===== src/rtl/fetch_sequencer_pkg.sv =====
// Shared types and constants for the instruction-fetch sequencer.
package fetch_pkg;

  // Fetch state machine encoding.
  typedef enum logic [1:0] {
    IDLE = 2'd0,
    REQ  = 2'd1,
    HOLD = 2'd2,
    KILL = 2'd3
  } fetch_state_t;

  // Instructions are one 32-bit word, so the PC advances by a word.
  localparam logic [31:0] PC_INC = 32'd4;

  // PC loaded on reset when the instantiating module does not override it.
  localparam logic [31:0] DEFAULT_RESET_PC = 32'h0000_0000;

endpackage


===== src/rtl/fetch_sequencer_if.sv =====
// Bundles the instruction-memory bus, the decode handshake and the
// branch-redirect inputs seen by the fetch sequencer.
interface fetch_sequencer_if;

  // Instruction-memory request/ack bus.
  logic        imem_req;
  logic [31:0] imem_addr;
  logic        imem_ack;
  logic [31:0] imem_rdata;

  // Decode-side valid/stall handshake.
  logic        instr_valid;
  logic [31:0] instr;
  logic [31:0] instr_pc;
  logic        stall;

  // Branch redirect from later pipeline stages.
  logic        branch_taken;
  logic [31:0] branch_target;

  // Sequencer side.
  modport master (
    output imem_req, imem_addr, instr_valid, instr, instr_pc,
    input  imem_ack, imem_rdata, stall, branch_taken, branch_target
  );

  // Memory / decode / branch-unit side.
  modport slave (
    input  imem_req, imem_addr, instr_valid, instr, instr_pc,
    output imem_ack, imem_rdata, stall, branch_taken, branch_target
  );

endinterface


===== src/rtl/fetch_sequencer.sv =====
// Instruction-fetch sequencer: owns the PC, issues one memory request at a
// time, presents each fetched word to decode and applies branch redirects,
// discarding any fetch that was already in flight when the redirect arrived.
module fetch_sequencer
  import fetch_pkg::*;
#(
  parameter logic [31:0] RESET_PC = DEFAULT_RESET_PC
) (
  input  logic              clk,
  input  logic              rst,
  fetch_sequencer_if.master bus
);

  fetch_state_t state_reg, state_next;
  logic [31:0]  pc_reg, pc_next;
  logic [31:0]  redirect_pc_reg, redirect_pc_next;
  logic [31:0]  instr_reg, instr_next;
  logic [31:0]  instr_pc_reg, instr_pc_next;
  logic [31:0]  branch_tgt;

  // Branch targets are word aligned; the low two address bits are forced to 0.
  assign branch_tgt = bus.branch_target & ~32'h0000_0003;

  // State and datapath registers, cleared asynchronously.
  always_ff @(posedge clk or posedge rst) begin
    if (rst) begin
      state_reg       <= IDLE;
      pc_reg          <= RESET_PC;
      redirect_pc_reg <= 32'h0;
      instr_reg       <= 32'h0;
      instr_pc_reg    <= 32'h0;
    end else begin
      state_reg       <= state_next;
      pc_reg          <= pc_next;
      redirect_pc_reg <= redirect_pc_next;
      instr_reg       <= instr_next;
      instr_pc_reg    <= instr_pc_next;
    end
  end

  // Next-state logic with inline next-PC mux and incrementer.
  always_comb begin
    state_next       = state_reg;
    pc_next          = pc_reg;
    redirect_pc_next = redirect_pc_reg;
    instr_next       = instr_reg;
    instr_pc_next    = instr_pc_reg;

    unique case (state_reg)
      IDLE: begin
        state_next = REQ;
      end

      REQ: begin
        if (bus.imem_ack && bus.branch_taken) begin
          // Returned word belongs to the old path: drop it and refetch.
          pc_next = branch_tgt;
        end else if (bus.imem_ack) begin
          instr_next    = bus.imem_rdata;
          instr_pc_next = pc_reg;
          pc_next       = pc_reg + PC_INC;
          state_next    = HOLD;
        end else if (bus.branch_taken) begin
          // Request is still outstanding; pc stays put so the address
          // remains stable until memory acks.
          redirect_pc_next = branch_tgt;
          state_next       = KILL;
        end
      end

      KILL: begin
        if (bus.imem_ack) begin
          pc_next    = bus.branch_taken ? branch_tgt : redirect_pc_reg;
          state_next = REQ;
        end else if (bus.branch_taken) begin
          redirect_pc_next = branch_tgt;
        end
      end

      HOLD: begin
        if (bus.branch_taken) begin
          // Redirect wins over stall; the held word is dropped.
          pc_next    = branch_tgt;
          state_next = REQ;
        end else if (!bus.stall) begin
          state_next = REQ;
        end
      end

      default: begin
        state_next = IDLE;
      end
    endcase
  end

  // Moore outputs decoded from the state register.
  always_comb begin
    bus.imem_req    = (state_reg == REQ) || (state_reg == KILL);
    bus.imem_addr   = pc_reg;
    bus.instr_valid = (state_reg == HOLD);
    bus.instr       = instr_reg;
    bus.instr_pc    = instr_pc_reg;
  end

endmodule


===== src/flat_wrapper.sv =====
// flat-port wrapper written by rule: the top's interface ports become plain ports
module fetch_sequencer_flat import fetch_pkg::*;
#(
  parameter logic [31:0] RESET_PC = DEFAULT_RESET_PC
)
  (clk, rst, bus_imem_req, bus_imem_addr, bus_instr_valid, bus_instr, bus_instr_pc, bus_imem_ack, bus_imem_rdata, bus_stall, bus_branch_taken, bus_branch_target);
  fetch_sequencer_if bus_i ();
  input  logic clk;
  input  logic rst;
  output wire logic [$bits(bus_i.imem_req)-1:0] bus_imem_req;
  output wire logic [$bits(bus_i.imem_addr)-1:0] bus_imem_addr;
  output wire logic [$bits(bus_i.instr_valid)-1:0] bus_instr_valid;
  output wire logic [$bits(bus_i.instr)-1:0] bus_instr;
  output wire logic [$bits(bus_i.instr_pc)-1:0] bus_instr_pc;
  input wire logic [$bits(bus_i.imem_ack)-1:0] bus_imem_ack;
  input wire logic [$bits(bus_i.imem_rdata)-1:0] bus_imem_rdata;
  input wire logic [$bits(bus_i.stall)-1:0] bus_stall;
  input wire logic [$bits(bus_i.branch_taken)-1:0] bus_branch_taken;
  input wire logic [$bits(bus_i.branch_target)-1:0] bus_branch_target;
  assign bus_imem_req = bus_i.imem_req;
  assign bus_imem_addr = bus_i.imem_addr;
  assign bus_instr_valid = bus_i.instr_valid;
  assign bus_instr = bus_i.instr;
  assign bus_instr_pc = bus_i.instr_pc;
  assign bus_i.imem_ack = bus_imem_ack;
  assign bus_i.imem_rdata = bus_imem_rdata;
  assign bus_i.stall = bus_stall;
  assign bus_i.branch_taken = bus_branch_taken;
  assign bus_i.branch_target = bus_branch_target;
  fetch_sequencer #(.RESET_PC(RESET_PC)) u_core (.clk(clk), .rst(rst), .bus(bus_i));
endmodule

===== config.mk =====
export PLATFORM = sky130hd
export DESIGN_NAME = fetch_sequencer_flat
export DESIGN_NICKNAME = d
export VERILOG_FILES = /design/src/rtl/fetch_sequencer_pkg.sv /design/src/rtl/fetch_sequencer_if.sv /design/src/rtl/fetch_sequencer.sv /design/src/flat_wrapper.sv
export SDC_FILE = /design/constraint.sdc
export NUM_CORES = 1
export LEC_CHECK = 0
export CORE_MARGIN = 2
export CORE_UTILIZATION = 40
export CTS_BUF_LIST = sky130_fd_sc_hd__clkbuf_2
export DETAILED_ROUTE_END_ITERATION = 10
export HOLD_SLACK_MARGIN = 0.12
export PLACE_DENSITY = 0.68
export SLEW_MARGIN = 20
export SYNTH_ARGS = -nofsm -noshare
export SYNTH_HDL_FRONTEND = slang
export SYNTH_SLANG_ARGS = --single-unit

===== constraint.sdc =====
create_clock -name clk -period 8.29 [get_ports clk]
set_clock_uncertainty 0.1 [all_clocks]
set_input_delay 1.2435 -clock clk [delete_from_list [all_inputs] [get_ports clk]]
set_output_delay 1.2435 -clock clk [all_outputs]
set_load 0.02 [all_outputs]

==> flow_metrics.tcl <==
set metrics [dict create \
    synth_area_leaders "dfrtp_1, mux2_2, o21ai_0" \
    drive_gt1_frac 0.199 \
    via_per_inst 5.54 \
    post_cts_buffers 0 \
    vias 5328 \
    cp_max_fo 18 \
    start_kind "flip-flop" \
    p_leak_nw 3.38 \
    initial_core_util 0.406 \
    peakVddDrop_uv 157 \
    syn_to_final_growth_pct 32.1 \
    path_class "reg -> out" \
    globalRouteMet2Util 0.338 \
    grt_setup_unrepaired "false" \
    finalCriticalPeriod_ns 3.90 \
    hold_ws_ns 0.413 \
    cts_hold_buf 0 \
    htreeDepth 4 \
    postSynthAreaPerCell_sq_um 11.0 \
    ys_async_sr_fraction 1.00 \
    wl_per_cell_um 18.3 \
    clock_latency_ns 0.69 \
    yosysMostFrequentCell "dfrtp_1" \
    placement_rows 46 \
    drv_cap 0 \
    cts_resized 0 \
    synth_warnings 0 \
    synth_cells 581 \
    final.period_utilization 0.471 \
    io_pins 167 \
    die-area_sq_mm 0.0170 \
    path_clk_slew_ns 0.17 \
    grt_use_total 0.213 \
    required_ns 6.95 \
    grt_pass1_wl_um 27900 \
    core_area_sq_mm 0.0157 \
    grt_pass1_vias 5211 \
    root_buffer "clkbuf_2" \
    power.total_mw 2.57 \
    yosysTopAreaCellShare 0.511 \
    setup_viol 0 \
    grt_start_max_net_pins 69 \
    stdcell_area_sq_mm 0.00842 \
    arrival_ns 2.56 \
    cts_sinks 130 \
    ant_nets 0 \
    drc 0 \
    holdCritPathClass "reg -> reg" \
    cp-end-kind "output pin" \
    fin_nets 802 \
    place_congestion 0.847 \
    cts_buffer_depth 2 \
    place_area_sq_mm 0.00818 \
    powerDensity_mw_per_mm2 306 \
    syn-num-nets 651 \
    wl_um 17600 \
    first_pass_iters 5 \
    outcome "finished clean" \
    synth_commonest_cells "dfrtp_1, mux2_2, nand2_1" \
    port-buffer-count 164 \
    max_clock_freq_mhz 256 \
    ys_types 62 \
    tightest_slew_ns 1.09 \
    fill_cells 1417 \
    overflow 0 \
    ys_ff_latch 130 \
    max-slew-margin-rel 0.274 \
    grtUsageMet3 0.0754 \
    drv_slew 0 \
    synth_ff_type "dfrtp_1" \
    tns_ns 0 \
    synth_edf_count 0 \
    die_h_um 130 \
    hold_violations 0 \
    hpwl_um 12000 \
    cts_tree "built" \
    multi_input_area_sq_mm 0.00291 \
    yosysSeqAreaShare 0.511 \
    numCtsBuffers 17 \
    yosysTopAreaCell "dfrtp_1" \
    dr.first_iter.drc_count 462 \
    syn-cell-area_sq_mm 0.00637 \
    antenna_found_initial 1 \
    use_met1 0.269 \
    die_w_um 130 \
    regArea_sq_mm 0.00325 \
    grt.busiest_layer "met2" \
]
layout make-up:
class                      count  area share
antenna                        1    0.000297
clock buffer                  18      0.0107
clock inverter                14      0.0172
inverter                      12     0.00594
multi-input combinational    400       0.346
sequential                   130       0.386
tap                          216      0.0321
timing repair buffer         171       0.201
cells in the final DEF (no fill, tap or decap), types with 3 or more instances in the layout:
cell	synthesis	final
nor2_1	34	34
clkdlybuf4s50_1	0	164
xnor2_1	3	3
nor4_1	6	6
o22a_1	3	3
mux2i_1	8	8
clkbuf_2	0	18
o211ai_1	3	3
nand2_1	44	44
bufinv_16	0	3
a2bb2oi_1	4	4
nor3_1	10	10
buf_4	0	7
xor2_1	3	3
inv_1	11	10
a21oi_1	34	34
dfrtp_1	130	130
a311oi_1	4	4
nor2b_1	3	3
a32o_1	3	3
o22ai_1	6	6
nand2b_1	6	6
or2_2	4	4
a31oi_1	7	7
o21a_1	3	3
clkinv_1	1	4
clkinv_2	0	7
nand4_1	8	8
mux2_2	98	98
nand3_1	12	11
and2_1	6	6
and3_1	3	3
o2bb2ai_1	5	5
o221ai_1	5	5
a22oi_1	4	4
o21ai_0	35	35
power by group:
part           total [mW]  switching (mW)  internal, mW  leakage, nW
registers            1.04           0.195         0.849         1.54
clock network       0.395           0.232         0.163        0.153
logic                1.13           0.553         0.580         1.69
worst max-delay path, cell delays in order (launching register included):
cell,delay [ns]
dfrtp_1,0.38
clkinv_1,0.50
nor2_1,0.33
clkdlybuf4s50_1,0.67
worst paths after layout:
check,depth (start not counted),slack [ns],startpoint,endpoint
worst max-delay path,3,4.39,u_core.state_reg[1],bus_instr_valid
worst min-delay path,1,0.41,u_core.redirect_pc_reg[0],u_core.redirect_pc_reg[0]
worst max register to register,6,5.52,u_core.state_reg[1],u_core.bus.imem_addr[17]
worst min register to register,1,0.41,u_core.redirect_pc_reg[0],u_core.redirect_pc_reg[0]
max in group asynchronous,3,5.91,rst,u_core.bus.instr[20]
min in group asynchronous,2,0.89,rst,u_core.bus.instr[4]
cell families (layout without fill, tap and decap cells):
logic type      after synthesis  count (layout)  synth area share
buf+inv                      51             215            0.0330
xor+xnor                      6               6           0.00825
other cells                   0               1                 0
flops                       130             130             0.511
simple gates                151             151             0.120
mux                         106             106             0.186
fa+ha+maj                     1               1           0.00196
compound gates              136             136             0.141
per-layer routing:
layer | wire length (um) | up-vias
met5 | 0 | -
met4 | 252 | 0
met3 | 1720 | 25
met2 | 8310 | 270
met1 | 7280 | 2595
li1 | - | 2438
per-stage QoR:
stage / utilization / std cells / setup WS [ns]
after detailed placement: 0.521 / 929 / 4.14
after global routing: 0.536 / 962 / 4.14
after CTS: 0.536 / 961 / 4.27
after floorplan: - / 581 / 3.48
final: 0.536 / 962 / 4.39
after global placement: 0.521 / 929 / 4.20
No activity file was read; power rests on OpenSTA's default activity.
